--- src/rtl/fetch_unit.sv ---
// Fetch stage: owns the fetch PC, the single-outstanding imem handshake and the
// IF/ID register with a one-entry skid buffer behind it.
module fetch_unit #(
    parameter logic [31:0] RESET_PC  = 32'h0000_0000,
    parameter logic [31:0] NOP_INSTR = 32'h0000_0013
) (
    input  logic        clk,
    input  logic        rst_n,
    input  logic [31:0] pc_next,
    input  logic        taken_F,
    input  logic [31:0] pc_restore,
    input  logic        flush,
    input  logic        stall_D,
    output logic        imem_req,
    output logic [31:0] imem_addr,
    input  logic        imem_gnt,
    input  logic        imem_rvalid,
    input  logic [31:0] imem_rdata,
    output logic [31:0] pc_F,
    output logic [31:0] pc4,
    output logic [31:0] instr_D,
    output logic [31:0] pc_D,
    output logic [31:0] pc4_D,
    output logic        taken_D,
    output logic        valid_D
);

    typedef enum logic [1:0] {S_REQ, S_WAIT, S_DROP} state_t;

    state_t      r_state, w_state_nxt;
    logic [31:0] r_pc_F, w_pc_F_nxt, w_pc4;
    logic [31:0] r_inf_pc, r_inf_pc4;
    logic        r_inf_taken;
    logic        r_buf_valid, r_buf_taken;
    logic [31:0] r_buf_instr, r_buf_pc, r_buf_pc4;
    logic        r_valid_D, r_taken_D;
    logic [31:0] r_instr_D, r_pc_D, r_pc4_D;
    logic        w_resp, w_room, w_req, w_grant, w_deliver;

    assign w_pc4     = r_pc_F + 32'd4;
    assign w_resp    = (r_state == S_WAIT) & imem_rvalid;
    // No new request unless a response next cycle has somewhere to land.
    assign w_room    = ~r_buf_valid & ~(w_resp & stall_D & r_valid_D);
    assign w_req     = ~flush & w_room & ((r_state == S_REQ) | w_resp);
    assign w_grant   = w_req & imem_gnt;
    assign w_deliver = w_resp & ~flush;

    always_comb begin
        w_state_nxt = r_state;
        w_pc_F_nxt  = r_pc_F;
        case (r_state)
            S_REQ: begin
                if (flush) begin
                    w_pc_F_nxt = pc_restore;
                end else if (w_grant) begin
                    w_pc_F_nxt  = pc_next;
                    w_state_nxt = S_WAIT;
                end
            end
            S_WAIT: begin
                if (imem_rvalid) begin
                    if (flush) begin
                        w_pc_F_nxt  = pc_restore;
                        w_state_nxt = S_REQ;
                    end else if (w_grant) begin
                        w_pc_F_nxt  = pc_next;
                    end else begin
                        w_state_nxt = S_REQ;
                    end
                end else if (flush) begin
                    w_pc_F_nxt  = pc_restore;
                    w_state_nxt = S_DROP;
                end
            end
            S_DROP: begin
                if (flush) w_pc_F_nxt = pc_restore;
                if (imem_rvalid) w_state_nxt = S_REQ;
            end
            default: w_state_nxt = S_REQ;
        endcase
    end

    always_ff @(posedge clk or negedge rst_n) begin
        if (!rst_n) begin
            r_state     <= S_REQ;
            r_pc_F      <= RESET_PC;
            r_inf_pc    <= '0;
            r_inf_pc4   <= '0;
            r_inf_taken <= 1'b0;
        end else begin
            r_state <= w_state_nxt;
            r_pc_F  <= w_pc_F_nxt;
            if (w_grant) begin
                r_inf_pc    <= r_pc_F;
                r_inf_pc4   <= w_pc4;
                r_inf_taken <= taken_F;
            end
        end
    end

    always_ff @(posedge clk or negedge rst_n) begin
        if (!rst_n) begin
            r_valid_D   <= 1'b0;
            r_instr_D   <= NOP_INSTR;
            r_pc_D      <= '0;
            r_pc4_D     <= '0;
            r_taken_D   <= 1'b0;
            r_buf_valid <= 1'b0;
            r_buf_instr <= '0;
            r_buf_pc    <= '0;
            r_buf_pc4   <= '0;
            r_buf_taken <= 1'b0;
        end else if (flush) begin
            r_valid_D   <= 1'b0;
            r_instr_D   <= NOP_INSTR;
            r_buf_valid <= 1'b0;
        end else if (stall_D && r_valid_D) begin
            if (w_deliver) begin
                r_buf_valid <= 1'b1;
                r_buf_instr <= imem_rdata;
                r_buf_pc    <= r_inf_pc;
                r_buf_pc4   <= r_inf_pc4;
                r_buf_taken <= r_inf_taken;
            end
        end else if (r_buf_valid) begin
            r_valid_D   <= 1'b1;
            r_instr_D   <= r_buf_instr;
            r_pc_D      <= r_buf_pc;
            r_pc4_D     <= r_buf_pc4;
            r_taken_D   <= r_buf_taken;
            r_buf_valid <= 1'b0;
        end else if (w_deliver) begin
            r_valid_D <= 1'b1;
            r_instr_D <= imem_rdata;
            r_pc_D    <= r_inf_pc;
            r_pc4_D   <= r_inf_pc4;
            r_taken_D <= r_inf_taken;
        end else begin
            r_valid_D <= 1'b0;
            r_instr_D <= NOP_INSTR;
        end
    end

    assign imem_req  = w_req;
    assign imem_addr = r_pc_F;
    assign pc_F      = r_pc_F;
    assign pc4       = w_pc4;
    assign instr_D   = r_instr_D;
    assign pc_D      = r_pc_D;
    assign pc4_D     = r_pc4_D;
    assign taken_D   = r_taken_D;
    assign valid_D   = r_valid_D;

endmodule

--- config.mk ---
export PLATFORM = sky130hd
export DESIGN_NAME = fetch_unit
export DESIGN_NICKNAME = d
export VERILOG_FILES = /design/src/rtl/fetch_unit.sv
export SDC_FILE = /design/constraint.sdc
export NUM_CORES = 1
export LEC_CHECK = 0
export BUFFER_PORTS_ARGS = -buffer_cell sky130_fd_sc_hd__buf_4
export CAP_MARGIN = 40
export CORE_MARGIN = 3
export CORE_UTILIZATION = 50
export DETAILED_ROUTE_END_ITERATION = 10
export PLACE_DENSITY = 0.78
export REMOVE_ABC_BUFFERS = 1
export SETUP_SLACK_MARGIN = 0.02
export SLEW_MARGIN = 25
export SYNTH_ARGS = -nofsm -noshare
export SYNTH_HDL_FRONTEND = slang
export SYNTH_SLANG_ARGS = --single-unit
--- constraint.sdc ---
create_clock -name clk -period 2.44 [get_ports clk]
set_clock_uncertainty 0.05 [all_clocks]
set_input_delay 0 -clock clk [delete_from_list [all_inputs] [get_ports clk]]
set_output_delay 0 -clock clk [all_outputs]
set_load 0.02 [all_outputs]
==> results.cfg, run 1 <==
[outcome]
run_status = finished, final reports clean

[clock_network]
clock-sinks = 289
cts_root_buffer = clkbuf_16
cts.htree.levels = 1
clockBufferDepth = 3
cts_inserted_buffers = 30
cts_tree = built
clock_latency_ps = 550
clkTransAtPathRegs_ps = 60

[logic_synthesis]
syn_area_um2 = 13620
synth_edf_count = 0
synthTopCellsByArea = dfrtp_1 (53%), mux2_2 (11%), nand2_1 (5.7%)
async_flop_share = 1.000
yosys_warnings = 0
ys_seq_elements = 289
synth_top_flop_cell = dfrtp_1
netlist_instances = 1251
avgSynthCellArea_um2 = 10.89
synth_top_area_cell = dfrtp_1
synth_top_cell_area_share = 0.5255
yosysSeqAreaShare = 0.5313
yosysUniqueCellTypes = 55

[sta]
finalCritPeriodShare = 0.9962
maxSlewHeadroom = 0.5500
fin_crit_ps = 2431
fin_ws_ps = 9.283
finalHoldViolCount = 0
finalSetupViolCount = 0
tns_ps = 0
drv_slew = 0
worst_pin_slew_ps = 675.0
rsz0062_at_grt = yes
max_clock_freq_mhz = 411.4

[global_routing]
grt_max_degree = 89
grt_pass1_wl_um = 64200
grt.overflow.total = 0
grt_antenna_before_repair = 0
track_usage = 0.2770
grt_pass1_vias = 11430

[worst_setup_path]
cp_max_fo = 7
r2r_slack_ps = 130
cp-endpoint = pc4[23]
rr_endpoint = imem_addr[22]
critPathArrivalTime_ps = 2380
crit-reg2reg-launch = r_state[0]
worst-setup-path-type = reg2out
cp-end-kind = primary output
cp-start-kind = flip-flop
startpoint = imem_addr[6]
r2r_cells = 7
required_ps = 2390

[die]
initial_utilization = 0.5153
boundaryPins = 298
dieArea_um2 = 29250
rows = 59
die_h_um = 171.0
die_x_um = 171.0
core_um2 = 26430

[final_layout]
drive_gt1_frac = 0.3644
syn_to_final_growth_pct = 35.27
final_area_um2 = 18420
layout_common_cells = buf_4 (349), dfrtp_1 (281), nand2_1 (202)
fin_nets = 1725
layout_commonest_cell = buf_4

[placement]
gp_congestion = 0.8575
place.detailed.hpwl_um = 25940
io_buffers = 297
pre_cts_slack_ps = -19.27
place_area_um2 = 16050

[routing]
wl_met2_um = 20650
topRoutingLayerUsed = met4
antenna_left = 0
dr_wl_met3_um = 3447
drt-vias-per-instance = 5.921
vias = 11710
wl_per_cell_um = 21.50
drt_iter0_drc = 1171
wl_met1_um = 17300
route.detailed.drc = 0
dr.pass1.iters = 5
wl_um = 42500

[pwr]
peakVddDrop_mv = 0.9507
leakagePower_nw = 8.680
power_density_nw_per_um2 = 1205

[worst_hold_path]
hp-class = in2reg

[flow_run]
maxCapViolCount = 0
## metal layers
metal / vias to the layer above / track usage
li1: 5182 / -
met1: 5823 / 0.3749
met2: 602 / 0.4663
met3: 99 / 0.04783
met4: 0 / 0.07243
met5: - / 0
## synth_stat cells, types with 2 or more instances
master / number
a31oi_1: 13
clkbuf_8: 5
o311ai_0: 3
and2_1: 3
xnor2_1: 9
or4_4: 2
a21oi_1: 37
mux2_2: 134
o21ai_0: 80
a2bb2oi_1: 32
nor2b_1: 2
and4_1: 6
o21a_1: 2
a221oi_1: 29
nand3_1: 15
o211ai_1: 2
or4_1: 5
o31ai_1: 3
ha_1: 5
buf_2: 29
o221ai_1: 32
buf_6: 3
or3_1: 9
nor4_1: 5
nand2b_1: 3
nand2_1: 208
nand3b_1: 2
inv_1: 6
dfstp_2: 3
dfrtp_1: 286
buf_4: 39
buf_1: 7
and3_1: 3
nor3_1: 33
xor2_1: 6
nand4_1: 10
nor2_1: 46
clkbuf_1: 55
mux2i_1: 63
## worst min path at each step
stage | to | from | depth (start not counted) | slack [ps]
final | valid_D | stall_D | 4 | 60
after global routing | instr_D[13] | stall_D | 5 | 90
after CTS | valid_D | stall_D | 4 | 30
after detailed placement | instr_D[6] | rst_n | 1 | -60
after global placement | instr_D[6] | rst_n | 1 | -60
after floorplan | imem_addr[0] | rst_n | 0 | -350
## through the flow
step / std cells / hold slack (ps) / power (mW) / util
finish: 1977 / 56.19 / 22.19 / 0.6971
global placement: 1797 / -64.52 / 16.64 / 0.6072
floorplan: 1112 / -345.6 / 12.56 / -
detailed placement: 1797 / -57.82 / 16.94 / 0.6072
CTS: 1966 / 32.43 / 21.94 / 0.6903
global route: 1976 / 87.12 / 23.36 / 0.6970
## power by group
group	internal, mW	switching (mW)	total [mW]
clock network	2.71	1.90	4.61
logic	4.30	5.58	9.88
registers	6.43	1.27	7.70
total	13.4	8.75	22.2
## sequential cells by signal, indices dropped and copies added, names as in the netlist
register / cells
imem_addr: 32
instr_D: 32
pc_D: 32
r_buf_instr: 32
r_buf_pc: 32
r_inf_pc: 32
pc4_D: 30
r_buf_pc4: 30
r_inf_pc4: 30
r_state: 2
r_buf_taken: 1
r_buf_valid: 1
r_inf_taken: 1
taken_D: 1
valid_D: 1
## cells by family (layout without fill, tap and decap cells)
| family | count (synthesis) | in the layout | synth area share |
|---|---|---|---|
| AND/OR/NAND/NOR | 360 | 360 | 0.1191 |
| flip-flops | 289 | 289 | 0.5313 |
| AO/OA/AOI/OAI | 239 | 239 | 0.1185 |
| multiplexers | 197 | 197 | 0.1571 |
| buffers and inverters | 146 | 536 | 0.05981 |
| XOR/XNOR | 15 | 15 | 0.009647 |
| adder cells (fa/ha/maj) | 5 | 5 | 0.004593 |
| other | 0 | 1 | 0 |
## critical path: stages (launching register included)
cell and delay (ps):
dfrtp_1 430, nand3_1 180, or4_4 640, or3_1 350, nand2_1 100, buf_6 130
## final cells by class
cell class                 instances  area (um^2)
fill                            1886         8005
sequential                       289         7244
multi-input combinational        816         5728
timing repair buffer             473         4004
clock buffer                      50        937.1
tap                              335        419.2
clock inverter                     6        61.31
inverter                           7        26.28
antenna                            1        2.502
## timing repair
item                       4_1_cts  5_1_grt
buffers inserted                11        8
setup endpoints to repair       47       77
cloned                           0        2
resized for setup               25       22
pin swaps                        6        4
hold buffers                   102        0
hold endpoints to repair       387        0
No activity file was read; power rests on OpenSTA's default activity.
==> run 2: changes to the inputs <==
==> constraint.sdc (replaced) <==
create_clock -name clk -period 2.44 [get_ports clk]
set_clock_uncertainty 0.05 [all_clocks]
set_input_delay 0.122 -clock clk [delete_from_list [all_inputs] [get_ports clk]]
set_output_delay 0.122 -clock clk [all_outputs]
set_load 0.02 [all_outputs]
==> run 2 against run 1 <==
- the flow now finishes with violations (negative setup slack)
- sequential power barely moved
- routed wire length fell by 0.15%
- hold slack improved by 140 ps
- cell count fell by 0.20%
- critical path type unchanged
- largest power group unchanged
- worst setup slack got worse by 180 ps
- flip-flop and latch count did not move
==> results.cfg, run 2 (synthesis gave the netlist of run 1 again) <==
[worst_setup_path]
crit_top_cell = or4_4
r2r_cells = 7
required_ps = 2270
cp_slowest_cell = or4_4
rr_endpoint = imem_addr[3]
max_stage_delay_ps = 610
worst-setup-path-type = reg2out
critPathArrivalTime_ps = 2440
crit-reg2reg-launch = r_state[1]
cp-end-kind = primary output
worstPathCellList = nand4_1 -> or4_4 -> or4_4 -> nand2_4 -> buf_6
cp-start-kind = flip-flop
r2r_slack_ps = 160
cp_max_fo = 4

[worst_hold_path]
hold_path_depth = 5
min_from = stall_D
hp-class = in2reg
whs_endpoint = instr_D[24]

[placement]
place.detailed.hpwl_um = 26280
io_buffers = 297
gp_congestion = 0.8596
place_area_um2 = 16090
dp_cells = 1803

[pwr]
leakagePower_nw = 8.743
peakVddDrop_mv = 0.8274
power_density_nw_per_um2 = 1208

[die]
rows = 59
dieArea_um2 = 29250
die_x_um = 171.0
core_um2 = 26430
die_h_um = 171.0
boundaryPins = 298
initial_utilization = 0.5153

[clock_network]
cts.htree.levels = 1
clock-sinks = 289
clock_latency_ps = 550
cts_inserted_buffers = 30
clockBufferDepth = 3
cts_root_buffer = clkbuf_16
clkTransAtPathRegs_ps = 60
cts_tree = built

[sta]
maxSlewHeadroom = 0.4258
rsz0062_at_grt = yes
drv_slew = 0
fin_crit_ps = 2615
finalCritPeriodShare = 1.072
finalHoldViolCount = 0
finalSetupViolCount = 12
worst_pin_slew_ps = 861.4
max_clock_freq_mhz = 382.4
hold_ws_ps = 193.8
fin_ws_ps = -174.9

[routing]
wl_met1_um = 17310
wl_um = 42440
vias = 11560
drt-vias-per-instance = 5.860
route.detailed.drc = 0
drt_iter0_drc = 841
dr.pass1.iters = 5
dr_wl_met3_um = 3099
wl_per_cell_um = 21.51
antenna_left = 0
topRoutingLayerUsed = met4
wl_met2_um = 20680

[global_routing]
grt_antenna_before_repair = 1
track_usage = 0.2831
grt.overflow.total = 0
grt_max_degree = 100
grt_pass1_wl_um = 65980
grt_pass1_vias = 12130

[final_layout]
multi_input_area_um2 = 5828
register_area_um2 = 7246
stdcell_count = 1973
layout_common_cells = buf_4 (345), dfrtp_1 (280), nand2_1 (201)
syn_to_final_growth_pct = 36.05
fin_nets = 1724
nFillCells = 1873
drive_gt1_frac = 0.3714
final_area_um2 = 18530
layout_commonest_cell = buf_4

[outcome]
violations = negative setup slack
run_status = finished, violations left

[flow_run]
maxCapViolCount = 0
-- run 2: worst max path at each step --
stage,startpoint,endpoint,slack (ps),cells past startpoint
4_1_cts,imem_addr[13],pc4[29],-120,5
6_report,imem_addr[13],pc4[29],-170,5
5_1_grt,imem_addr[13],pc4[29],-210,5
3_5_place_dp,r_state[1],imem_addr[0],8,7
3_3_place_gp,r_state[1],imem_addr[2],160,7
2_1_floorplan,valid_D,r_buf_instr[0],-3390,3
-- run 2: stage by stage --
stage | power [mW] | setup WS (ps) | utilization | setup TNS, ps
finish | 22.38 | -174.9 | 0.7011 | -920.0
global route | 23.58 | -208.8 | 0.7011 | -1789
CTS | 22.12 | -123.2 | 0.6944 | -614.1
detailed placement | 17.01 | 8.482 | 0.6089 | 0
global placement | 16.71 | 157.2 | 0.6089 | 0
floorplan | 12.56 | -3388 | - | -759690
-- run 2: final cells by class --
type                    count  area share
well taps                 335     0.02262
repair buffers            472      0.2149
clock inverters             6    0.005875
clock buffers              47     0.04943
multi-input cells         816      0.3145
inverters                   7    0.001418
flip-flops and latches    289      0.3910
diodes                      1   0.0001351
-- run 2: worst max-delay path: cells and delay by family (launching register included) --
| kind | cells | cell delay, ps |
|---|---|---|
| simple gates | 4 | 1440 |
| flops | 1 | 350 |
| buf+inv | 1 | 110 |
-- run 2: power by group --
part | internal, mW | total, mW | switching [mW] | leakage (nW)
Clock | 2.87 | 4.74 | 1.86 | 0.503
Sequential | 6.43 | 7.67 | 1.24 | 3.75
Combinational | 4.33 | 9.98 | 5.65 | 4.49
Total | 13.6 | 22.4 | 8.75 | 8.74
-- run 2: repair_timing --
action	CTS	global route
hold endpoints to repair	386	0
gates cloned	0	0
pin swaps	7	6
endpoints found under the setup margin	27	49
setup buffers	9	4
hold buffers	103	0
gates resized for setup	37	33
-- run 2: routing by layer --
layer / up-vias / GRT usage
li1: 5182 / -
met1: 5758 / 0.3721
met2: 517 / 0.4767
met3: 104 / 0.04690
met4: 0 / 0.1022
met5: - / 0
==> run 3: changes to the inputs <==
--- a/config.mk
+++ b/config.mk
@@ -11,7 +11,6 @@
 export CORE_UTILIZATION = 50
 export DETAILED_ROUTE_END_ITERATION = 10
 export PLACE_DENSITY = 0.78
-export REMOVE_ABC_BUFFERS = 1
 export SETUP_SLACK_MARGIN = 0.02
 export SLEW_MARGIN = 25
 export SYNTH_ARGS = -nofsm -noshare
==> run 3 against run 2 <==
- the flow still finishes with violations (negative setup slack)
- cell area grew 0.94%
- core utilization grew 0.66 points
- combinational power is essentially flat
- register-to-register slack lost 20 ps
- non-clock buffer count grew 20
- worst setup slack gained 50 ps
- sequential power grew 0.9%
- flip-flop and latch count is the same
- via count grew 1.1%
- routed wire length shrank 0.49%
- highest routed layer is now met5
- critical path depth grew 1
- total power grew 1.9%
- critical endpoint unchanged
==> results.cfg, run 3 (synthesis gave the netlist of run 1 again) <==
[outcome]
run_status = finished, violations left
violations = negative setup slack

[sta]
worst_pin_slew_ps = 757.5
fin_ws_ps = -125.2
fin_crit_ps = 2565
drv_slew = 0
rsz0062_at_grt = yes
finalSetupViolCount = 7
maxSlewHeadroom = 0.4950
finalHoldViolCount = 0
finalCritPeriodShare = 1.051
max_clock_freq_mhz = 389.8

[worst_setup_path]
cp_slowest_cell = or4_4
required_ps = 2270
critPathArrivalTime_ps = 2390
crit_family = simple AND/OR/NAND/NOR gates
worstPathCellList = nand4_1 -> buf_6 -> or4_4 -> or4_4 -> nand2_4 -> buf_6
cp-start-kind = flip-flop
max_stage_delay_ps = 520
cp_max_fo = 4
crit_buf_inv = 2
worst-setup-path-type = reg2out
cp-end-kind = primary output

[final_layout]
layout_common_cells = buf_4 (366), dfrtp_1 (273), nand2_1 (199)
insertedDiodeCount = 0
syn_to_final_growth_pct = 37.33
drive_gt1_frac = 0.3876
layout_commonest_cell = buf_4
fin_nets = 1745
nFillCells = 1836

[pwr]
seqPwrFrac = 0.339
combPwrFrac = 0.453
p_sw_frac = 0.3934
intPower_mw = 13.83
leakagePower_nw = 8.815
clock_power_share = 0.208
switchingPower_mw = 8.972
peakVddDrop_mv = 0.9163
total_power_mw = 22.81
power_density_nw_per_um2 = 1219

[die]
boundaryPins = 298
rows = 59
die_x_um = 171.0
die_h_um = 171.0
initial_utilization = 0.5153
dieArea_um2 = 29250
core_um2 = 26430

[global_routing]
grt_pass1_vias = 11610
grt.overflow.total = 0
grt_antenna_before_repair = 2
grt_pass1_wl_um = 64160
grt_max_degree = 79
track_usage = 0.2779

[routing]
drt_iter0_drc = 1238
wl_per_cell_um = 21.18
antenna_left = 0
route.detailed.drc = 0
vias = 11690
drt-vias-per-instance = 5.861
dr.pass1.iters = 5
wl_um = 42240

[clock_network]
clkTransAtPathRegs_ps = 60
cts_root_buffer = clkbuf_16
cts_inserted_buffers = 30
cts_tree = built
cts.htree.levels = 1
clock_latency_ps = 560
clock-sinks = 289
clockBufferDepth = 3

[placement]
io_buffers = 297
gp_congestion = 0.8872
pre_cts_slack_ps = 141.9
place.detailed.hpwl_um = 27400

[logic_synthesis]
synthesis.nets = 1359

[worst_hold_path]
hp-class = in2async

[flow_run]
maxCapViolCount = 0
[run 3: changes by cell type in the layout (fill, tap and decap cells not counted), moves of 3 or more]
cell and change:
dlygate4sd3_1 -3, o21ai_1 +3, buf_4 +21, dfrtp_2 +7, dfrtp_1 -7
[run 3: power by group through the flow]
stage	Clock [mW]	Combinational (mW)	Sequential (mW)
2_1_floorplan	0	4.93	8.37
3_3_place_gp	0	9.29	7.71
3_5_place_dp	0	9.48	7.79
4_1_cts	4.79	10.1	7.68
5_1_grt	4.99	11.0	7.90
6_report	4.74	10.3	7.74
[run 3: final timing paths]
kind	from	end	slack, ps	cells after the start
setup / recovery	imem_addr[15]	pc4[29]	-130	6
hold / removal	rst_n	pc4_D[23]	110	2
setup reg to reg	r_state[1]	imem_addr[5]	140	7
hold reg to reg	pc_D[31]	pc_D[31]	430	2
max in group asynchronous	rst_n	r_buf_valid	1310	3
min in group clk	stall_D	valid_D	180	4
[run 3: repair_timing]
item | in CTS | in global routing
hold endpoints to repair | 250 | 0
gates cloned | 0 | 1
endpoints found under the setup margin | 20 | 107
resized for setup | 48 | 36
hold buffers | 100 | 0
setup buffers | 23 | 5
pin swaps | 11 | 4
[run 3: stage by stage]
stage | util | setup TNS (ps) | hold WS (ps) | cells | instance area, um^2
2_1_floorplan | - | 0 | -223.6 | 1251 | 13620
3_3_place_gp | 0.6117 | 0 | 110.1 | 1811 | 16170
3_5_place_dp | 0.6117 | 0 | 106.8 | 1811 | 16170
4_1_cts | 0.7011 | -357.8 | 118.7 | 1988 | 18530
5_1_grt | 0.7077 | -979.8 | 154.4 | 1994 | 18700
6_report | 0.7077 | -479.2 | 113.0 | 1994 | 18700
[run 3: layout make-up]
class	instances	area, um^2	area share
repair buffers	492	4141	0.2214
flip-flops and latches	289	7254	0.3879
multi-input cells	817	5834	0.3119
inverters	7	26.28	0.001405
well taps	335	419.2	0.02241
clock inverters	10	163.9	0.008764
clock buffers	44	863.3	0.04616
[run 3: layer usage]
| metal | up-vias | global-route usage | routed length (um) |
|---|---|---|---|
| li1 | 5204 | - | - |
| met1 | 5817 | 0.3642 | 16760 |
| met2 | 583 | 0.4741 | 21090 |
| met3 | 81 | 0.05129 | 3316 |
| met4 | 2 | 0.08328 | 1058 |
| met5 | - | 0 | 13 |
